File: config.mk
export PLATFORM = sky130hd
export DESIGN_NAME = uart_baud_generator
export DESIGN_NICKNAME = d
export VERILOG_FILES = /design/src/rtl/uart_pkg.sv /design/src/rtl/uart_baud_generator.sv
export SDC_FILE = /design/constraint.sdc
export NUM_CORES = 1
export LEC_CHECK = 0
export ABC_CLOCK_PERIOD_IN_PS = 3460
export CELL_PAD_IN_SITES_DETAIL_PLACEMENT = 1
export CELL_PAD_IN_SITES_GLOBAL_PLACEMENT = 1
export CORE_MARGIN = 4
export CORE_UTILIZATION = 44
export DETAILED_ROUTE_END_ITERATION = 8
export GPL_ROUTABILITY_DRIVEN = 0
export PLACE_DENSITY = 0.82
export SLEW_MARGIN = 20
export SYNTH_ARGS = -nofsm -noshare
export SYNTH_HDL_FRONTEND = slang
export SYNTH_SLANG_ARGS = --single-unit
File: constraint.sdc
create_clock -name clk -period 3.46 [get_ports clk]
set_clock_uncertainty 0.1 [all_clocks]
set_input_delay 0.519 -clock clk [delete_from_list [all_inputs] [get_ports clk]]
set_output_delay 0.519 -clock clk [all_outputs]
set_load 0.1 [all_outputs]
File: src/rtl/uart_pkg.sv
// Shared UART types: divisor width and the divisor latch type used by the
// baud generator, TX/RX shifters and the register file.
package uart_pkg;

  localparam int DIV_W = 16;

  typedef logic [DIV_W-1:0] divisor_t;

endpackage

File: src/rtl/uart_baud_generator.sv
// 16550-style baud tick generator: one-cycle pulse on baud_clk every
// {DLH, DLL} clock cycles, used downstream as a clock-enable.
module uart_baud_generator
  import uart_pkg::*;
(
  input  logic       clk,
  input  logic       rst_n,
  input  logic       en,
  input  logic [7:0] DLL,
  input  logic [7:0] DLH,
  output logic       baud_clk
);

  divisor_t divisor;
  divisor_t term;
  divisor_t cnt;

  // Divisor is read live; a shrink below the current count fires on the next edge.
  assign divisor = {DLH, DLL};
  assign term    = divisor - divisor_t'(1);

  always_ff @(posedge clk or negedge rst_n) begin
    if (!rst_n) begin
      cnt      <= '0;
      baud_clk <= 1'b0;
    end else if (!en || divisor == '0) begin
      cnt      <= '0;
      baud_clk <= 1'b0;
    end else if (cnt >= term) begin
      cnt      <= '0;
      baud_clk <= 1'b1;
    end else begin
      cnt      <= cnt + divisor_t'(1);
      baud_clk <= 1'b0;
    end
  end

endmodule

# Yosys cells after proc, flatten, opt, wreduce, memory -nomap -nowiden
# Cells that the tools add are included.
dict set report totals {
  ff_bits 17
  in_bits 19
  out_inout_bits 1
  elab_cells 12
}
dict set report op_classes {
  n_addsub 2
  n_lt_le_gt_ge 1
  muxes 4
  n_reduce_logical 3
}
# cell n
set ops {}
lappend ops {{$mux 16} 2}
lappend ops {{$add 16x1->16 const B} 1}
lappend ops {{$ge 16x16->1} 1}
lappend ops {{$logic_not 16->1} 1}
lappend ops {{$sub 16x1->16 const B} 1}
lappend ops {{$mux 1} 2}
lappend ops {{$logic_not 1->1} 1}
lappend ops {{$logic_or 1x1->1} 1}

# Depth between registers and ports, before layout
# Gate-level depths: netlist (run 1).
dict set report depth {
  word_depth 4
  ltp_mapped 13
  depth_no_buf 12
}

# Least setup slack after synthesis (run 1)
# OpenSTA, ideal clock, no wires.
dict set report synth_path {
  path_kind {input to register}
  startpoint {input port DLL[1]}
  endpoint {register cnt[9]}
  setup_time_ns 0.119
  t_arrival_ns 2.837
  required_time_ns 3.241
  slack_ns 0.404
  stages 12
  n_path_buf 1
  path_cell_list {nor3_2 > nor3b_2 > nand2_1 > nor4_2 > xnor2_1 > ha_1 > nand4_1 > or2_1 > or4_4 > nand4_4 > buf_6 > nor2_1}
}
dict set report synth_via {
  elab_chain_len 4
  word_cells_on_any_way 6
  classes_between {add/sub (1); order compare (1); mux (2); reduce/logical (2)}
}
# item line
set synth_rtl {}
lappend synth_rtl {{start, declared} uart_baud_generator.sv:9} ;# input logic [7:0] DLL,
lappend synth_rtl {{$sub 16x1->16} uart_baud_generator.sv:20} ;# assign term = divisor - divisor_t'(1);
lappend synth_rtl {{$ge 16x16->1} uart_baud_generator.sv:29} ;# end else if (cnt >= term) begin
lappend synth_rtl {{$mux 16} uart_baud_generator.sv:29}
lappend synth_rtl {{$mux 16 *} uart_baud_generator.sv:26} ;# end else if (!en || divisor == '0) begin
lappend synth_rtl {{end signal, assigned} uart_baud_generator.sv:33} ;# cnt <= cnt + divisor_t'(1);
lappend synth_rtl {{end, declared} uart_baud_generator.sv:16} ;# divisor_t cnt;
# Mark *: on every way between the ends. The rest lies on a longest branch, timed or not.

# Final worst setup path (run 1)
dict set report layout_path {
  startpoint {input port DLL[6]}
  endpoint {register cnt[5]}
}
# Same word-level chain as after synthesis.

==> results of run 1 <==
[how the worst min path moves through the flow]
stage,depth (start not counted),startpoint,end
6_report,1,cnt[0],cnt[0]
5_1_grt,1,cnt[0],cnt[0]
4_1_cts,1,cnt[0],cnt[0]
3_5_place_dp,1,cnt[0],cnt[0]
3_3_place_gp,1,cnt[0],cnt[0]
2_1_floorplan,0,rst_n,baud_clk
[area by class of cell]
| class | count | share of cell area, % |
|---|---|---|
| clock buffers | 4 | 1.31 |
| inverters | 4 | 0.750 |
| multi-input cells | 130 | 53.4 |
| flip-flops and latches | 17 | 21.3 |
| well taps | 44 | 2.75 |
| repair buffers | 45 | 20.5 |
[sequential cells by signal, indices dropped and copies added, names as in the netlist]
| register | cells |
|---|---|
| baud_clk | 1 |
| cnt | 16 |
[Yosys cell counts, types with 2 or more instances]
library cell | number | area, µm²
nand3_1 | 5 | 25.0
dfrtp_1 | 17 | 425
nor2_1 | 23 | 86.3
xnor2_1 | 14 | 123
nor4_1 | 3 | 18.8
inv_1 | 4 | 15.0
xor2_1 | 14 | 123
nand4_1 | 6 | 37.5
nand2_1 | 12 | 45.0
ha_1 | 18 | 225
nor3_1 | 6 | 30.0
a21oi_1 | 4 | 20.0
and3_1 | 2 | 12.5
o21a_1 | 2 | 15.0
and4_1 | 2 | 17.5
[logic make-up (layout without fill, tap and decap cells)]
| logic type | after synthesis | in the layout | synth area share (%) |
|---|---|---|---|
| buf+inv | 5 | 53 | 1.88 |
| xor+xnor | 28 | 28 | 17.5 |
| compound gates | 12 | 12 | 5.81 |
| flops | 17 | 17 | 30.4 |
| simple gates | 71 | 72 | 28.3 |
| fa+ha+maj | 18 | 18 | 16.1 |
[per-stage QoR]
step	hold WS (ns)	util, %	cells
finish	0.446	65.6	244
global route	0.484	65.6	244
CTS	0.454	60.2	238
detailed placement	0.441	58.6	234
global placement	0.421	58.6	234
floorplan	0.123	-	151
[routing by layer]
layer	GRT usage (%)	vias up
met4	8.44	0
li1	-	640
met2	41.8	35
met1	24.6	680
met5	0	-
met3	1.93	11
[worst register-to-register path: cells and delay by family (launching register included)]
| family | cells | cell delay, ns |
|---|---|---|
| buffers and inverters | 1 | 0.07 |
| AOI/OAI and AO/OA | 1 | 0.68 |
| DFF | 1 | 0.45 |
| and+or+nand+nor | 4 | 0.81 |
| adders and majority gates | 1 | 0.26 |
[power by group through the flow]
stage          registers, mW  clock network, mW  logic [mW]
2_1_floorplan          0.209                  0      0.0392
3_3_place_gp           0.210                  0      0.0921
3_5_place_dp           0.210                  0      0.0974
4_1_cts                0.206              0.113       0.100
5_1_grt                0.207              0.122       0.124
6_report               0.206              0.112       0.114
[what timing repair did]
item,4_1_cts,5_1_grt
pin swaps,1,17
gates cloned,0,1
endpoints found under the setup margin,16,17
resized for setup,3,31
buffers inserted,0,5
==> results.md, run 1 <==
- Multi-input logic area: about 0.0011 mm²
- CP delay by family, top: simple AND/OR/NAND/NOR gates
- Number of fill cells: roughly 340
- FP Rows: 20
- First-pass GRT wire length: a little over 7 mm
- Crit path required time: roughly 3.6 ns
- Outcome: finished clean
- Hold_buf cts: 0
- DRC: 0
- LEAKAGE: between 0.9 and 1 nW
- Routed via count: between 1,000 and 1,500
- Critical path buffers and inverters: 2
- Maximum fanout along the worst path: 8
- Met3 Routed Length: ~160 µm
- Cts bufs inserted: 3
- Count of cell types in the netlist: 34
- CP Depth: 12
- Total grt overflow: 0
- Ant diodes: 0
- Reg clk slew, reported paths: roughly 0.090 ns
- Pwr dens: 216 mW/mm²
- Commonest non-fill, non-tap cell in the layout: buf_4
- Combinational share of power: a little over a quarter
- Number of H-tree levels: 1
- Final setup fails: 0
- Clk network pwr share: 25.8%
- Worst-skew pair later-pin latency: between 0.3 and 0.4 ns
- Post-DP Area: ~0.0018 mm²
- Int Power: about 300 µW
- Fmax: just under 300 MHz
- Reg2Reg Depth: 7
- Vias per inst: between 5 and 6
- Fraction of layout cells with a size suffix above 1: between 20% and 30%
- Leading cell types in the layout, fill and taps excluded: buf_4 (26), ha_1 (17), dfrtp_1 (17)
- Post-synthesis cell area: around 0.0014 mm²
- Ys async rst share: 100%
- Layout area overhead: 43.1%
- I/O pin count: 20
- Setup ws final: 0.0275 ns
- Ys Warns: 0
- CTS tree: yes
- Max Used Layer: met4
- Routed wl met2: between 2 and 3 mm
- CP most frequent cell: nor4_4
- Relative slew slack: around 34%
- Net Sw Power: around 130 µW
- Synthesized Nets: ~190
- Full die area: approximately 0.0041 mm²
- Starting Density: a little under half
- CP endpoint: cnt[5]
- Iter 0 DRT Violations: 45
- Setup TNS after final layout: 0 ns
- Sequential power share: 47.8%
- Die Wd: roughly 64 µm
- Worst path arrival time: 3.53 ns
- Max Slew Vio Count: 0
- Final hold vios: 0
- Cell breakdown of the critical path: clkdlybuf4s50_1 -> nor4_4 -> buf_4 -> nand2_2 -> nor4_4 -> xnor2_1 -> ha_1 -> nand4_1 -> or2_1 -> or4_4 -> nand4_4 -> nor2_2
- Pwr Total: around 430 µW
- Largest net degree at the start of global routing: 18
- VDD IR max: 0.000211 V
- Least-Margin Pin Slew: slightly below 1 ns
- FF/Latch Area: 425 µm²
- Cells after Synth: between 150 and 200
- Antenna violations before repair: 0
- Detailed Route WL: 4.82 mm
- PortBufs: 19
- # Max-Cap Violations: 0
- Sw Share: 30.0%
- Longest Clk Path Bufs: 2
- Layout Nets: roughly 240
- CP startpoint: DLL[6]
- Die Ht: around 64 µm
- Kind of critical path: in2reg
- Critical Path Sink Type: register
- Vias in the first global route: roughly 1,500
- RR Startpoint: cnt[0]
- Worst path slowest cell: or4_4
- Hold Path Class: reg2reg
- WL/cell: 19.8 µm
- Sink Count: 17
- R2r setup slk: approximately 1.0 ns
- Root buf cell: clkbuf_4
- Sequential area share after synthesis: about 30%
- Drt pass-1 iters: 4
- Overall Global Routing Usage: a little over a fifth
- Syn avg cell area: just over 9 µm²
- Dpl ws: -0.474 ns
- Post-route ant nets: 0
- Core area: roughly 0.003 mm²
- RR Endpoint: cnt[5]
- Period utilization: approximately 99%
- Fin crit period: 3.43 ns
- CP Launch Type: input pin
- Post-synth EDFFs: 0
- Yosys reg bits: 17
- Met1 wire length: between 1.5 and 2 mm
- Post-DP HPWL: 3.25 mm
- Crit-path max cell delay: ~0.60 ns
- Final Cell Area: ~0.002 mm²
- Main synth FF type: dfrtp_1
No activity file was read; power rests on OpenSTA's default activity.
==> run 2, diff against run 1 <==
--- a/config.mk
+++ b/config.mk
@@ -12,6 +12,7 @@
 export CORE_UTILIZATION = 44
 export DETAILED_ROUTE_END_ITERATION = 8
 export GPL_ROUTABILITY_DRIVEN = 0
+export GPL_TIMING_DRIVEN = 0
 export PLACE_DENSITY = 0.82
 export SLEW_MARGIN = 20
 export SYNTH_ARGS = -nofsm -noshare
==> results.md, run 2 (synthesis results as in run 1) <==
- Max Slew Vio Count: 0 (unchanged)
- Detailed Route WL: 5.10 mm (+5.7%)
- Cell breakdown of the critical path: clkdlybuf4s50_1 -> nor4_4 -> nand2_2 -> nor3_2 -> xnor2_1 -> ha_1 -> nand4_1 -> or2_1 -> or4_4 -> nand4_4 -> buf_6 -> nor2_1
- FP Rows: 20 (unchanged)
- Drt pass-1 iters: 4 (unchanged)
- Largest net degree at the start of global routing: 18 (unchanged)
- Register name with the most flops: cnt
- Pwr Total: 422 µW (-2.2%)
- Vias per inst: 5.92 (+5.7%)
- Sink Count: 17 (unchanged)
- Layout area overhead: 33.9%
- Cell Count, Final, Fillers Out: 227 (-7.0%)
- LEAKAGE: 0.853 nW (-7.1%)
- VDD IR max: 0.000173 V (-18%)
- Total grt overflow: 0 (unchanged)
- Worst path slowest cell: clkdlybuf4s50_1
- Worst path arrival time: 3.50 ns (-0.03 ns)
- Outcome: finished clean
- Routed via count: 1,343 (-1.7%)
- Core area: 0.00305 mm² (unchanged)
- Die Ht: 64.4 µm (unchanged)
- Fin crit period: 3.41 ns (-0.0183 ns)
- Commonest non-fill, non-tap cell in the layout: nor2_1
- Fin util: 61.4% (-4.2 points)
- Maximum fanout along the worst path: 7 (-1)
- Starting Density: 45.8% (unchanged)
- CP Launch Type: input pin
- Hold_buf cts: 0 (unchanged)
- Post-DP Area: 0.00164 mm² (-8.2%)
- RR Endpoint: cnt[2]
- Fmax: 293 MHz (+0.54%)
- Final setup fails: 0 (unchanged)
- Least-Margin Pin Slew: 0.971 ns (-0.0193 ns)
- Die Wd: 64.4 µm (unchanged)
- # Max-Cap Violations: 0 (unchanged)
- Root buf cell: clkbuf_4
- WL/cell: 22.5 µm (+14%)
- Vias in the first global route: 1,413 (-3.8%)
- Relative slew slack: 35.0% (+1.3 points)
- Pwr dens: 226 mW/mm² (+4.5%)
- CP endpoint: cnt[10]
- Leading cell types in the layout, fill and taps excluded: nor2_1 (23), ha_1 (17), dfrtp_1 (17)
- Sw Share: 29.7% (-0.25 points)
- Number of H-tree levels: 1 (unchanged)
- I/O pin count: 20 (unchanged)
- Crit-path max cell delay: 0.52 ns (-0.08 ns)
- Setup TNS after final layout: 0 ns (unchanged)
- Period utilization: 98.7% (-0.53 points)
- Full die area: 0.00415 mm² (unchanged)
- Fraction of layout cells with a size suffix above 1: 18.0% (-9.0 points)
- Hold Path Class: reg2reg
- Cts bufs inserted: 3 (unchanged)
- Ant diodes: 0 (unchanged)
- CP startpoint: DLL[6]
- Reg clk slew, reported paths: 0.10 ns (about the same)
- R2r setup slk: 0.97 ns (-0.05 ns)
- Kind of critical path: in2reg
- Iter 0 DRT Violations: 40 (-11%)
- Cells after DPL: 214 (-8.5%)
- Int Power: 297 µW (-1.9%)
- Clk network pwr share: 25.5% (-0.3 points)
- Final hold vios: 0 (unchanged)
- Net Sw Power: 125 µW (-3.0%)
- PortBufs: 19 (unchanged)
- Biggest regs: cnt (16), baud_clk (1)
- First-pass GRT wire length: 6.70 mm (-4.9%)
- Post-DP HPWL: 2.85 mm (-12%)
- Longest Clk Path Bufs: 2 (unchanged)
- Max reg flops: 16 (unchanged)
- Final Cell Area: 0.00187 mm² (-6.4%)
- Overall Global Routing Usage: 20.7% (-1.1 points)
- DRC: 0 (unchanged)
- Post-route ant nets: 0 (unchanged)
- Crit path required time: 3.55 ns (about the same)
- Sequential power share: 48.9% (+1.1 points)
- Antenna violations before repair: 0 (unchanged)
- RR Startpoint: cnt[0]
- Worst-skew pair later-pin latency: 0.30 ns (about the same)
- Reg2Reg Depth: 8 (+1)
- Layout Nets: 221 (-7.1%)
- Critical Path Sink Type: register
- Combinational share of power: 25.6% (-0.8 points)
- CTS tree: yes
run 2: power by group through the flow:
stage          clock, mW  sequential (mW)  combinational (mW)
3_3_place_gp           0            0.210              0.0781
3_5_place_dp           0            0.210              0.0842
5_1_grt            0.118            0.207               0.116
2_1_floorplan          0            0.209              0.0392
6_report           0.108            0.207               0.108
4_1_cts            0.111            0.207              0.0931
run 2: what timing repair did:
item	in CTS	in global routing
setup endpoints to repair	16	17
resized for setup	11	22
endpoints found under the hold margin	0	0
setup buffers	5	3
gates cloned	0	1
pin swaps	3	8
run 2: cell type report:
| cell class | instances | area (µm²) |
|---|---|---|
| fill | 344 | 1180 |
| sequential | 17 | 425 |
| inverter | 4 | 15.0 |
| buffer | 1 | 11.3 |
| multi-input combinational | 129 | 1050 |
| tap | 44 | 55.1 |
| timing repair buffer | 28 | 289 |
| clock buffer | 4 | 26.3 |
run 2: worst min-delay path by stage:
stage / to / startpoint / depth (start not counted) / slack (ns)
floorplan: baud_clk / rst_n / 0 / 0.12
global placement: cnt[0] / cnt[0] / 1 / 0.41
detailed placement: cnt[0] / cnt[0] / 1 / 0.43
CTS: cnt[0] / cnt[0] / 1 / 0.45
global route: cnt[0] / cnt[0] / 1 / 0.48
finish: cnt[0] / cnt[0] / 1 / 0.47
run 2: worst max-delay path, delay by kind of cell:
kind,cells,cell delay [ns]
AND/OR/NAND/NOR,8,1.80
buffers and inverters,2,0.67
adder cells (fa/ha/maj),1,0.40
XOR/XNOR,1,0.13
run 2: routing by layer:
| metal | wire length, µm | track usage, % | up-vias |
|---|---|---|---|
| met2 | 2600 | 36.5 | 43 |
| met4 | 336 | 8.71 | 0 |
| met3 | 171 | 3.87 | 25 |
| li1 | - | - | 604 |
| met5 | 0 | 0 | - |
| met1 | 1990 | 24.3 | 671 |
run 2: stage by stage:
stage,hold slack (ns),setup WS [ns]
finish,0.468,0.0458
floorplan,0.123,0.404
detailed placement,0.432,-0.510
CTS,0.446,0.0129
global placement,0.406,-0.397
global route,0.478,-0.108
==> run 3, diff against run 2 <==
--- a/config.mk
+++ b/config.mk
@@ -11,8 +11,8 @@
 export CORE_MARGIN = 4
 export CORE_UTILIZATION = 44
 export DETAILED_ROUTE_END_ITERATION = 8
-export GPL_ROUTABILITY_DRIVEN = 0
 export GPL_TIMING_DRIVEN = 0
+export MAX_ROUTING_LAYER = met4
 export PLACE_DENSITY = 0.82
 export SLEW_MARGIN = 20
 export SYNTH_ARGS = -nofsm -noshare
==> results.md, run 3 (synthesis results as in run 1) <==
- Outcome: finished clean
- Core area: 0.00305 mm² (unchanged)
- Dpl ws: -0.510 ns (unchanged)
- Least-Margin Pin Slew: 0.971 ns (+0.0000232 ns)
- Pwr dens: 226 mW/mm² (about the same)
- I/O pin count: 20 (unchanged)
- HP Start: cnt[0]
- Relative slew slack: 35.0% (about the same)
- Antenna violations before repair: 0 (unchanged)
- Post-DP HPWL: 2.85 mm (unchanged)
- Setup TNS after final layout: 0 ns (unchanged)
- Vias in the first global route: 1,413 (unchanged)
- Hold Path Class: reg2reg
- Total grt overflow: 0 (unchanged)
- Final setup fails: 0 (unchanged)
- Vias per inst: 6.00 (+1.3%)
- Ant diodes: 0 (unchanged)
- RR Startpoint: cnt[0]
- Layout Nets: 221 (unchanged)
- Die Ht: 64.4 µm (unchanged)
- Worst hold slack: 0.459 ns (-0.00834 ns)
- Largest net degree at the start of global routing: 18 (unchanged)
- PortBufs: 19 (unchanged)
- Fin util: 61.4% (unchanged)
- Kind of critical path: in2reg
- Fin crit period: 3.44 ns (+0.0263 ns)
- DRC: 0 (unchanged)
- Crit-path max cell delay: 0.52 ns (about the same)
- Placer Congestion: roughly 0.77
- Drt pass-1 iters: 4 (unchanged)
- Final hold vios: 0 (unchanged)
- First-pass GRT wire length: 6.70 mm (unchanged)
- Critical path buffers and inverters: 2 (unchanged)
- WL/cell: 22.4 µm (-0.18%)
- Cts bufs inserted: 3 (unchanged)
- # Max-Cap Violations: 0 (unchanged)
- Detailed Route WL: 5.09 mm (-0.18%)
- Maximum fanout along the worst path: 7 (unchanged)
- Number of fill cells: 344 (unchanged)
- CP Launch Type: input pin
- Number of H-tree levels: 1 (unchanged)
- Leading cell types in the layout, fill and taps excluded: nor2_1 (23), ha_1 (17), dfrtp_1 (17)
- Longest Clk Path Bufs: 2 (unchanged)
- Commonest non-fill, non-tap cell in the layout: nor2_1
- R2r setup slk: 0.99 ns (+0.02 ns)
- Setup ws final: 0.0195 ns (-0.0263 ns)
- Cell breakdown of the critical path: clkdlybuf4s50_1 -> nor4_4 -> nand2_2 -> nor4_4 -> xnor2_2 -> ha_1 -> nand4_1 -> nor2_1 -> a311oi_2 -> nand4_4 -> buf_4 -> nor2_1
- Starting Density: 45.8% (unchanged)
- Crit path required time: 3.59 ns (+0.04 ns)
- Max reg flops: 16 (unchanged)
- Reg2Reg Depth: 8 (unchanged)
- FP Rows: 20 (unchanged)
- Reg clk slew, reported paths: 0.10 ns (about the same)
- CP delay by family, top: simple AND/OR/NAND/NOR gates
- Biggest regs: cnt (16), baud_clk (1)
- Full die area: 0.00415 mm² (unchanged)
- Sink Count: 17 (unchanged)
- Die Wd: 64.4 µm (unchanged)
- RR Endpoint: cnt[2]
- Worst path slowest cell: clkdlybuf4s50_1
- Post-route ant nets: 0 (unchanged)
- Register name with the most flops: cnt
- Fmax: 291 MHz (-0.77%)
- CTS tree: yes
- Overall Global Routing Usage: 21.2% (+0.56 points)
- Max Slew Vio Count: 0 (unchanged)
- LEAKAGE: 0.853 nW (unchanged)
- Worst path arrival time: 3.57 ns (+0.07 ns)
- Fraction of layout cells with a size suffix above 1: 18.0% (unchanged)
- Period utilization: 99.4% (+0.76 points)
- Root buf cell: clkbuf_4
- CP Depth: 12 (unchanged)
- Routed via count: 1,361 (+1.3%)
- VDD IR max: 0.000173 V (-0.19%)
- Layout area overhead: 33.9% (unchanged)
- CP endpoint: cnt[2]
- Worst-skew pair later-pin latency: 0.30 ns (about the same)
- Critical Path Sink Type: register
- Cells after DPL: 214 (unchanged)
- Iter 0 DRT Violations: 36 (-10%)
- Cell Count, Final, Fillers Out: 227 (unchanged)
- CP startpoint: DLL[6]
-- run 3: cell counts in the layout (fill, tap and decap cells not counted) --
No cell type changed its count.
-- run 3: power by group --
group | switching [mW] | leakage (nW) | internal, mW
Combinational | 0.0580 | 0.603 | 0.0504
Clock | 0.0626 | 0.0150 | 0.0450
Sequential | 0.00512 | 0.235 | 0.202
Total | 0.126 | 0.853 | 0.297
-- run 3: what timing repair did --
action	4_1_cts	5_1_grt
hold buffers	0	0
setup endpoints to repair	16	17
gates resized for setup	11	22
pin swaps	3	8
gates cloned	0	1
buffers inserted	5	3
-- run 3: per-stage QoR --
stage	instance area, µm²	power [mW]
floorplan	1400	0.248
global placement	1640	0.288
detailed placement	1640	0.294
CTS	1770	0.411
global route	1870	0.441
finish	1870	0.423
-- run 3: worst min-delay path by stage --
stage | end | cells after the start | slack [ns]
6_report | cnt[0] | 1 | 0.46
5_1_grt | cnt[0] | 1 | 0.48
4_1_cts | cnt[0] | 1 | 0.45
3_5_place_dp | cnt[0] | 1 | 0.43
3_3_place_gp | cnt[0] | 1 | 0.41
2_1_floorplan | baud_clk | 0 | 0.12
-- run 3: area by class of cell --
cell class | count | area, µm² | share of cell area [%]
buffer | 1 | 11.3 | 0.601
clock buffer | 4 | 26.3 | 1.40
inverter | 4 | 15.0 | 0.802
multi-input combinational | 129 | 1050 | 56.1
sequential | 17 | 425 | 22.7
tap | 44 | 55.1 | 2.94
timing repair buffer | 28 | 289 | 15.4
-- run 3: metal layers --
| metal | part of all wire (%) | global-route usage (%) | routed length, µm | up-vias |
|---|---|---|---|---|
| met3 | 3.7 | 3.87 | 189 | 24 |
| met4 | 6.1 | 8.71 | 311 | 0 |
| li1 | - | - | - | 604 |
| met5 | 0 | - | 0 | - |
| met2 | 52 | 36.5 | 2630 | 52 |
| met1 | 39 | 24.3 | 1960 | 681 |
